--- config.mk ---
export PLATFORM = sky130hd
export DESIGN_NAME = servo_bank_flat
export DESIGN_NICKNAME = d
export VERILOG_FILES = /design/src/rtl/servo_pkg.sv /design/src/rtl/servo_bank_if.sv /design/src/rtl/servo_btn.sv /design/src/rtl/servo_bank.sv /design/src/flat_wrapper.sv
export SDC_FILE = /design/constraint.sdc
export NUM_CORES = 1
export LEC_CHECK = 0
export CORE_MARGIN = 4
export CORE_UTILIZATION = 29
export DETAILED_ROUTE_END_ITERATION = 6
export GPL_ROUTABILITY_DRIVEN = 0
export SLEW_MARGIN = 20
export SYNTH_ARGS = -nofsm -noshare
export SYNTH_HDL_FRONTEND = slang
export SYNTH_SLANG_ARGS = --single-unit
export TNS_END_PERCENT = 10
--- constraint.sdc ---
create_clock -name clk -period 6.25 [get_ports clk]
set_input_delay 0.625 -clock clk [delete_from_list [all_inputs] [get_ports clk]]
set_output_delay 0.625 -clock clk [all_outputs]
set_load 0.02 [all_outputs]
--- src/rtl/servo_pkg.sv ---
// Shared types, default timing constants and the clamp helper for the servo bank.
package servo_pkg;

  typedef logic [15:0] us_t;
  typedef logic [16:0] us_wide_t;

  localparam int unsigned DEF_MIN_US    = 500;
  localparam int unsigned DEF_MAX_US    = 2500;
  localparam int unsigned DEF_CENTER_US = 1500;
  localparam int unsigned DEF_FRAME_US  = 20000;

  typedef enum logic [1:0] {
    BTN_NONE,
    BTN_UP,
    BTN_DN
  } btn_act_e;

  // Saturating clamp of a 17-bit intermediate into [lo, hi].
  function automatic us_t clamp_us(input us_wide_t v, input us_t lo, input us_t hi);
    if (v < us_wide_t'(lo)) return lo;
    if (v > us_wide_t'(hi)) return hi;
    return v[15:0];
  endfunction

endpackage

--- src/rtl/servo_bank_if.sv ---
// Host write port of the servo bank: one-cycle strobe, target channel and width in us.
interface servo_bank_if #(
  parameter int unsigned CHAN_W = 2
) ();
  import servo_pkg::*;

  logic              wr_en;
  logic [CHAN_W-1:0] wr_chan;
  us_t               wr_data;

  modport master (output wr_en, wr_chan, wr_data);
  modport slave  (input  wr_en, wr_chan, wr_data);

endinterface

--- src/rtl/servo_btn.sv ---
// Raw active-low button -> 2-FF synchroniser, debounce counter, one-cycle press event.
module servo_btn #(
  parameter int unsigned DEBOUNCE_CYC = 250000
) (
  input  logic clk,
  input  logic rst_n,
  input  logic btn_n,
  output logic press
);

  localparam int unsigned CNT_W = $clog2(DEBOUNCE_CYC + 1);
  localparam logic [CNT_W-1:0] CNT_LAST = CNT_W'(DEBOUNCE_CYC - 1);

  logic [1:0]       sync;
  logic             level;
  logic             pressed;
  logic [CNT_W-1:0] cnt;

  assign level = ~sync[1];

  // Debounced state flips only after DEBOUNCE_CYC consecutive cycles of disagreement.
  always_ff @(posedge clk or negedge rst_n) begin
    if (!rst_n) begin
      sync    <= '1;
      pressed <= 1'b0;
      cnt     <= '0;
      press   <= 1'b0;
    end else begin
      sync  <= {sync[0], btn_n};
      press <= 1'b0;
      if (level == pressed) begin
        cnt <= '0;
      end else if (cnt == CNT_LAST) begin
        cnt     <= '0;
        pressed <= level;
        press   <= level;
      end else begin
        cnt <= cnt + CNT_W'(1);
      end
    end
  end

endmodule

--- src/rtl/servo_bank.sv ---
// Multi-channel RC servo pulse generator: shared us timebase, per-channel target/active widths.
// Define SERVO_SLEW_EN to rate-limit active width changes to SLEW_US per frame.
module servo_bank
  import servo_pkg::*;
#(
  parameter int unsigned N_CHAN       = 4,
  parameter int unsigned CLK_MHZ      = 25,
  parameter int unsigned FRAME_US     = DEF_FRAME_US,
  parameter int unsigned MIN_US       = DEF_MIN_US,
  parameter int unsigned MAX_US       = DEF_MAX_US,
  parameter int unsigned CENTER_US    = DEF_CENTER_US,
  parameter int unsigned STEP_US      = 100,
  parameter int unsigned SLEW_US      = 20,
  parameter int unsigned DEBOUNCE_CYC = 250000,
  localparam int unsigned CHAN_W      = (N_CHAN > 1) ? $clog2(N_CHAN) : 1
) (
  input  logic              clk,
  input  logic              rst_n,
  input  logic              btn_up_n,
  input  logic              btn_dn_n,
  input  logic              btn_sel_n,
  servo_bank_if.slave       host,
  output logic [CHAN_W-1:0] sel_chan,
  output logic              frame_start,
  output logic [N_CHAN-1:0] control
);

  localparam int unsigned PRE_W = (CLK_MHZ > 1) ? $clog2(CLK_MHZ) : 1;
  localparam logic [PRE_W-1:0] PRE_LAST = PRE_W'(CLK_MHZ - 1);
  localparam us_t FRAME_LAST = us_t'(FRAME_US - 1);
  localparam us_t MIN_W      = us_t'(MIN_US);
  localparam us_t MAX_W      = us_t'(MAX_US);
  localparam us_t CENTER_W   = us_t'(CENTER_US);
  localparam us_t STEP_W     = us_t'(STEP_US);
  localparam us_t SLEW_W     = us_t'(SLEW_US);

  if (N_CHAN < 1 || N_CHAN > 16) begin : g_bad_nchan
    $error("servo_bank: N_CHAN must be 1..16");
  end
  if (!(MIN_US <= CENTER_US && CENTER_US <= MAX_US && MAX_US <= FRAME_US && FRAME_US <= 65535))
  begin : g_bad_widths
    $error("servo_bank: need MIN_US <= CENTER_US <= MAX_US <= FRAME_US <= 65535");
  end
  if (CLK_MHZ < 1 || STEP_US < 1 || SLEW_US < 1 || DEBOUNCE_CYC < 1) begin : g_bad_rates
    $error("servo_bank: CLK_MHZ, STEP_US, SLEW_US and DEBOUNCE_CYC must be nonzero");
  end

  logic [PRE_W-1:0] presc;
  us_t              us_cnt;
  us_t              us_nxt;
  logic             tick;
  logic             frame_end;
  us_t              target     [N_CHAN];
  us_t              active     [N_CHAN];
  us_t              active_nxt [N_CHAN];

  logic     up_ev, dn_ev, sel_ev;
  btn_act_e act;
  us_t      t_sel;
  us_t      up_val, dn_val, host_val;
  logic     host_hit;

  servo_btn #(.DEBOUNCE_CYC(DEBOUNCE_CYC)) u_btn_up (
    .clk(clk), .rst_n(rst_n), .btn_n(btn_up_n), .press(up_ev)
  );
  servo_btn #(.DEBOUNCE_CYC(DEBOUNCE_CYC)) u_btn_dn (
    .clk(clk), .rst_n(rst_n), .btn_n(btn_dn_n), .press(dn_ev)
  );
  servo_btn #(.DEBOUNCE_CYC(DEBOUNCE_CYC)) u_btn_sel (
    .clk(clk), .rst_n(rst_n), .btn_n(btn_sel_n), .press(sel_ev)
  );

`ifdef SERVO_SLEW_EN
  function automatic us_t slew_toward(input us_t a, input us_t t);
    if (t > a) return (t - a > SLEW_W) ? a + SLEW_W : t;
    return (a - t > SLEW_W) ? a - SLEW_W : t;
  endfunction
`endif

  assign tick      = (presc == PRE_LAST);
  assign frame_end = tick && (us_cnt == FRAME_LAST);

  // Next-state timebase and widths feed the output registers so that control and
  // frame_start are registered yet aligned with the counter they describe.
  always_comb begin
    us_nxt = us_cnt;
    if (tick) us_nxt = frame_end ? '0 : us_cnt + us_t'(1);
    for (int unsigned i = 0; i < N_CHAN; i++) begin
      active_nxt[i] = active[i];
      if (frame_end) begin
`ifdef SERVO_SLEW_EN
        active_nxt[i] = slew_toward(active[i], target[i]);
`else
        active_nxt[i] = target[i];
`endif
      end
    end
  end

  always_ff @(posedge clk or negedge rst_n) begin
    if (!rst_n) begin
      presc       <= '0;
      us_cnt      <= '0;
      frame_start <= 1'b0;
      control     <= '0;
      for (int unsigned i = 0; i < N_CHAN; i++) active[i] <= CENTER_W;
    end else begin
      presc       <= tick ? '0 : presc + PRE_W'(1);
      us_cnt      <= us_nxt;
      frame_start <= frame_end;
      for (int unsigned i = 0; i < N_CHAN; i++) begin
        active[i]  <= active_nxt[i];
        control[i] <= (us_nxt < active_nxt[i]);
      end
    end
  end

  always_comb begin
    act = BTN_NONE;
    if (up_ev && !dn_ev) act = BTN_UP;
    else if (dn_ev && !up_ev) act = BTN_DN;
  end

  assign t_sel    = target[sel_chan];
  assign up_val   = clamp_us(us_wide_t'(t_sel) + us_wide_t'(STEP_W), MIN_W, MAX_W);
  assign dn_val   = clamp_us((t_sel >= STEP_W) ? us_wide_t'(t_sel - STEP_W) : '0, MIN_W, MAX_W);
  assign host_val = clamp_us(us_wide_t'(host.wr_data), MIN_W, MAX_W);
  assign host_hit = host.wr_en && (32'(host.wr_chan) < N_CHAN);

  // Host write takes priority over a button event landing on the same channel.
  always_ff @(posedge clk or negedge rst_n) begin
    if (!rst_n) begin
      sel_chan <= '0;
      for (int unsigned i = 0; i < N_CHAN; i++) target[i] <= CENTER_W;
    end else begin
      for (int unsigned i = 0; i < N_CHAN; i++) begin
        if (host_hit && host.wr_chan == CHAN_W'(i)) begin
          target[i] <= host_val;
        end else if (sel_chan == CHAN_W'(i) && act != BTN_NONE) begin
          target[i] <= (act == BTN_UP) ? up_val : dn_val;
        end
      end
      if (sel_ev) sel_chan <= (32'(sel_chan) == N_CHAN - 1) ? '0 : sel_chan + CHAN_W'(1);
    end
  end

endmodule

--- src/flat_wrapper.sv ---
// flat-port wrapper written by rule: the top's interface ports become plain ports
module servo_bank_flat import servo_pkg::*;
#(
  parameter int unsigned N_CHAN       = 4,
  parameter int unsigned CLK_MHZ      = 25,
  parameter int unsigned FRAME_US     = DEF_FRAME_US,
  parameter int unsigned MIN_US       = DEF_MIN_US,
  parameter int unsigned MAX_US       = DEF_MAX_US,
  parameter int unsigned CENTER_US    = DEF_CENTER_US,
  parameter int unsigned STEP_US      = 100,
  parameter int unsigned SLEW_US      = 20,
  parameter int unsigned DEBOUNCE_CYC = 250000,
  localparam int unsigned CHAN_W      = (N_CHAN > 1) ? $clog2(N_CHAN) : 1
)
  (clk, rst_n, btn_up_n, btn_dn_n, btn_sel_n, sel_chan, frame_start, control, host_wr_en, host_wr_chan, host_wr_data);
  servo_bank_if #(.CHAN_W(2)) host_i ();
  input  logic clk;
  input  logic rst_n;
  input  logic btn_up_n;
  input  logic btn_dn_n;
  input  logic btn_sel_n;
  output logic [CHAN_W-1:0] sel_chan;
  output logic frame_start;
  output logic [N_CHAN-1:0] control;
  input wire logic [$bits(host_i.wr_en)-1:0] host_wr_en;
  input wire logic [$bits(host_i.wr_chan)-1:0] host_wr_chan;
  input wire logic [$bits(host_i.wr_data)-1:0] host_wr_data;
  assign host_i.wr_en = host_wr_en;
  assign host_i.wr_chan = host_wr_chan;
  assign host_i.wr_data = host_wr_data;
  servo_bank #(.N_CHAN(N_CHAN), .CLK_MHZ(CLK_MHZ), .FRAME_US(FRAME_US), .MIN_US(MIN_US), .MAX_US(MAX_US), .CENTER_US(CENTER_US), .STEP_US(STEP_US), .SLEW_US(SLEW_US), .DEBOUNCE_CYC(DEBOUNCE_CYC)) u_core (.clk(clk), .rst_n(rst_n), .btn_up_n(btn_up_n), .btn_dn_n(btn_dn_n), .btn_sel_n(btn_sel_n), .host(host_i), .sel_chan(sel_chan), .frame_start(frame_start), .control(control));
endmodule
* After elaboration in Yosys (flattened, before gate mapping)
Index checks and enable logic that the tools add are counted.
** Storage, ports and cells
- Word-level logic and storage cells :: 146
- Flip-flop bits (word level) :: 222
** Operators by class
- Magnitude comparators :: 12
- Eq/ne operators :: 15
- Mux-type cells :: 56
- Bitwise logic cells :: 7
- Reduce and logical (&&, ||, !) cells :: 23
- Add/subtract/negate cells :: 8
** Operators by type and width (number)
- 2-to-1 mux 16 bit :: 29
- 2-to-1 mux 18 bit :: 6
- < comparator 16 bit :: 4
- adder 18 x 1 -> 18 bit, second input constant :: 3
- == test 18 bit, second input constant :: 3
- greater-than comparator 17 x 12 -> 1 bit, second input constant :: 2
- < comparator 17 x 9 -> 1 bit, second input constant :: 2
- binary-select mux 16 bit (select 2 bit) :: 1
- adder 16 x 7 -> 17 bit, second input constant :: 1
- 2-to-1 mux 17 bit :: 1
- subtractor 16 x 7 -> 17 bit, second input constant :: 1
- adder 16 x 1 -> 16 bit, second input constant :: 1
- == test 16 x 15 -> 1 bit, second input constant :: 1
- greater-or-equal comparator 16 x 7 -> 1 bit, second input constant :: 1
- greater-than comparator 16 x 12 -> 1 bit, second input constant :: 1
- < comparator 16 x 9 -> 1 bit, second input constant :: 1
- 2-to-1 mux 1 bit :: 15
- logical AND 1 bit :: 11
- nonzero test 2 bit :: 5
- == test 2 bit, second input constant :: 4
- == test 2 x 1 -> 1 bit, second input constant :: 3
- 2-to-1 mux 2 bit :: 3
- NOT 1 bit :: 6
- AND reduction 2 bit :: 3
- other kinds (9) :: 13

* Longest topological paths before layout
- Word-level depth :: 14
- Gate-level depth with buffers :: 19
- Depth with buffers taken out :: 18

* Cells and area by module
A second synthesis with hierarchy kept.
** Second synthesis, totals
- Cell total of the unflattened synthesis :: 1294
- Area, all modules :: 13021.2 µm²
** Modules (own cells, without submodules)
- servo_bank :: area each 9793.1 µm², cells each 991, times used 1
- servo_btn :: area each 1076.0 µm², cells each 101, times used 3

* Least setup slack after synthesis
OpenSTA, ideal clock, no wires.
- Kind :: register to register
- Start :: reg u_core.presc[0]
- End :: reg u_core.control[1]
- Buffers on the path :: 3
- Period minus slack after synthesis :: 4.483 ns
- Slack :: 1.767 ns
- Library setup time :: 0.082 ns
- Cell stages (with the launch flop) :: 20
- Required time :: 6.168 ns
- Arrival :: 4.401 ns
- Path through :: dfrtp_1 > inv_1 > ha_1 > nand4b_1 > nor4_1 > and4_1 > clkbuf_1 > buf_1 > buf_1 > mux2i_1 > ha_1 > a21o_1 > a21o_1 > a21o_1 > a21oi_1 > nor2b_1 > o21ai_0 > nand2b_1 > a221o_1 > a31oi_1
** Between the ends
- Cells in the longest elaborated chain, start to end :: 5
- Elaborated cells on any way between the ends :: 6
** RTL lines
- start: declaration :: line servo_bank.sv:48 : logic [PRE_W-1:0] presc;
- start signal: assignment :: line servo_bank.sv:108 : presc <= tick ? '0 : presc + PRE_W'(1);
- == test 5 bit * :: line servo_bank.sv:80 : assign tick = (presc == PRE_LAST);
- logical AND 1 bit :: line servo_bank.sv:81 : assign frame_end = tick && (us_cnt == FRAME_LAST);
- 2-to-1 mux 16 bit (2 in series) :: line servo_bank.sv:87 : if (tick) us_nxt = frame_end ? '0 : us_cnt + us_t'(1);
- < comparator 16 bit * :: line servo_bank.sv:113 : control[i] <= (us_nxt < active_nxt[i]);
- end signal: indexed assignment :: line servo_bank.sv:113
- end: declaration :: line servo_bank.sv:25 : output logic [N_CHAN-1:0] control
Every way passes the cells marked *; elsewhere a longest branch is shown, timed or not.
A chain may end at the register's enable or synchronous reset.

* Worst setup path after layout
Ends and elaborated chain as after synthesis.

==> impl_metrics.yaml <==
finish:
  fin_nets: 1341
  layout-drive-gt1-share: 0.1253
  syn_to_final_growth_pct: 14.24
  diodes: 0
  fillers: 4240
clocking:
  holdBufCountCts: 0
  post_cts_buffers: 0
  cts-root-buf: "clkbuf_16"
  htreeDepth: 1
  cts_buffers: 25
  tritoncts: "built"
  cts-resized-gates: 0
  clk_latency_ns: 0.53
  cts.sinks: 222
  max-clock-path-buffers: 3
  cts.reportedPaths.clkPinSlew_ns: 0.06
power_and_ir_drop:
  powerDensity_nw_per_um2: 248.7
  vdd_drop_max_uv: 204.5
  p_leak_nw: 6.330
sta:
  finClkSkew_ns: 0.01571
  finalHoldViolCount: 0
  worst_pin_slew_ns: 1.188
  maxSlewHeadroom: 0.2067
  min_period_over_period: 0.7576
  rsz0062_at_grt: "false"
  slew_viol_final: 0
  finalWorstSetupSlack_ns: 1.515
  fmax_mhz: 211.2
  setup_viol: 0
  hold_ws_ns: 0.04232
  tns_ns: 0
  min_period_ns: 4.735
detailed_routing:
  firstDrtPassIters: 5
  vias_per_cell: 5.122
  drt_wl_total_um: 31340
  wl_per_cell_um: 17.41
  drt_iter0_markers: 610
  vias: 9219
  postRouteAntennaNets: 0
  drc: 0
synth:
  synth_ff_type: "dfrtp_1"
  synth_area_leaders: "dfrtp_1 32%, dfstp_2 13%, ha_1 7.6%"
  async_reset_ff_frac: 1.000
  ys_warn_count: 0
  synth_area_leader_cell: "dfrtp_1"
  netlist.area_leader.share: 0.3223
  synth_nets: 1324
  synth_area_um2: 12420
  synth-seq-cells: 222
  synth_area_per_cell_um2: 10.14
  synthTopCellsByCount: "160 x dfrtp_1, 121 x nor2_1, 81 x nand2_1"
  synth.most_common_cell: "dfrtp_1"
  synth_edf_count: 0
  ys_types: 80
  synthCells: 1225
  yosysSeqAreaShare: 0.4534
critical_path:
  path_cells: "inv_1, ha_1, nand4b_1, nor4_1, and4_4, buf_4, mux2i_1, ha_1, o21ai_0, nand2b_1, a2111oi_0, o21ai_0, a31oi_1"
  cpPeakStageDelay_ns: 0.94
  timing.rr.end: "u_core.control[1]"
  endpoint_kind: "flip-flop"
  cp_data_required_time_ns: 6.70
  startpoint_type: "flip-flop"
  crit_start: "u_core.presc[0]"
  slowest_stage: "and4_4"
  r2r-start: "u_core.presc[0]"
  crit_path_max_fanout: 47
  path_class: "reg2reg"
  rr_worst_depth: 13
  crit_arrival_ns: 5.18
  ff2ff_setup_slack_ns: 1.52
  cp-endpoint: "u_core.control[1]"
floorplanning:
  core_um2: 42130
  die_h_um: 215.0
  die_width_um: 215.0
  start_util: 0.2949
  placementRows: 75
  die_area_um2: 46220
  ios: 31
flow_run:
  cap_viol_max_count: 0
grt:
  grt.total_usage: 0.1326
  grt_pass1_wl_um: 50510
  antenna_found_initial: 0
  grt_max_degree: 162
  first_global_vias: 9170
  overflow: 0
placement:
  pre_cts_ws_ns: 1.456
  dp_hpwl_um: 22460
  io_buffers: 30
outcome:
  status: "finished clean"
worst_hold_path:
  min_path_type: "in2async"
## cells by family (layout without fill, tap and decap cells)
| family | Yosys count | count (layout) | synth area share |
|---|---|---|---|
| AO/OA/AOI/OAI | 239 | 239 | 0.1306 |
| XOR/XNOR | 76 | 76 | 0.05358 |
| adder cells (fa/ha/maj) | 75 | 75 | 0.07553 |
| buffers and inverters | 124 | 160 | 0.04028 |
| flip-flops | 222 | 222 | 0.4534 |
| multiplexers | 78 | 78 | 0.07794 |
| AND/OR/NAND/NOR | 411 | 411 | 0.1687 |
## power by group
| part | total, mW | switching (mW) | leakage, nW | internal [mW] |
|---|---|---|---|---|
| registers | 1.54 | 0.0457 | 2.82 | 1.49 |
| logic | 0.330 | 0.209 | 3.05 | 0.121 |
| clock network | 1.66 | 0.605 | 0.459 | 1.06 |
| total | 3.53 | 0.859 | 6.33 | 2.67 |
## sequential cells by signal, indices dropped and copies added, names as in the netlist, 2 cells and up
register,count
u_core.presc,5
u_core.target,64
u_core.u_btn_up.sync,2
u_core.sel_chan,2
u_core.control,4
u_core.active,64
u_core.us_cnt,16
u_core.u_btn_up.cnt,18
u_core.u_btn_sel.cnt,18
u_core.u_btn_dn.cnt,18
u_core.u_btn_sel.sync,2
u_core.u_btn_dn.sync,2
## cells in the final DEF (no fill, tap or decap), drive strengths merged, types with 8 or more instances in the layout
master	instances
o21a	8
nand4	19
nand2	81
nand3	56
or3	8
xnor2	46
ha	75
inv	80
o21ai	62
a21o	19
nor3	17
o211ai	10
dfstp	62
a21oi	51
a31oi	23
mux4	15
clkdlybuf4s50	29
nor4	9
and3	32
nand2b	16
a22oi	20
dfrtp	160
clkbuf	30
nor2b	8
mux2i	63
o22ai	8
nor2	121
xor2	30
## worst min-delay path by stage
stage,from,endpoint,slack [ns],cells past startpoint
3_3_place_gp,u_core.u_btn_dn.sync[0],u_core.u_btn_dn.sync[1],0.35,0
5_1_grt,rst_n,u_core.u_btn_sel.cnt[16],0.07,1
6_report,rst_n,u_core.u_btn_sel.cnt[17],0.04,1
2_1_floorplan,rst_n,u_core.active[0],0.33,0
4_1_cts,rst_n,u_core.u_btn_sel.cnt[16],0.05,1
3_5_place_dp,u_core.u_btn_sel.sync[0],u_core.u_btn_sel.sync[1],0.35,0
## per-stage QoR
step | area [um2] | utilization | power (mW) | instances
after global placement | 13250 | 0.3145 | 1.884 | 1754
after global routing | 14190 | 0.3369 | 3.672 | 1800
after CTS | 14190 | 0.3368 | 3.577 | 1800
after floorplan | 12420 | - | 1.761 | 1225
final | 14190 | 0.3369 | 3.530 | 1800
after detailed placement | 13250 | 0.3145 | 1.888 | 1754
## layout make-up
| cell class | count | area, um2 | area share |
|---|---|---|---|
| multi-input cells | 879 | 6296 | 0.4436 |
| clock inverters | 16 | 264.0 | 0.01860 |
| inverters | 79 | 296.5 | 0.02089 |
| repair buffers | 35 | 355.3 | 0.02504 |
| flip-flops and latches | 222 | 5633 | 0.3969 |
| well taps | 539 | 674.4 | 0.04751 |
| clock buffers | 30 | 674.4 | 0.04751 |
## worst max-delay path, delay by kind of cell (launching register included)
kind	cells	cell delay, ns
adder cells (fa/ha/maj)	2	0.43
buffers and inverters	2	0.51
AO/OA/AOI/OAI	4	1.01
multiplexers	1	0.29
AND/OR/NAND/NOR	4	2.00
flip-flops	1	0.40
## metal layers
layer,track usage,share of wire,up-vias
met4,0.03650,0.028,0
met1,0.1820,0.45,4493
met5,0,0,-
li1,-,-,4430
met3,0.02458,0.055,59
met2,0.2163,0.46,237
Note: power is estimated with default switching activity, not from simulation.
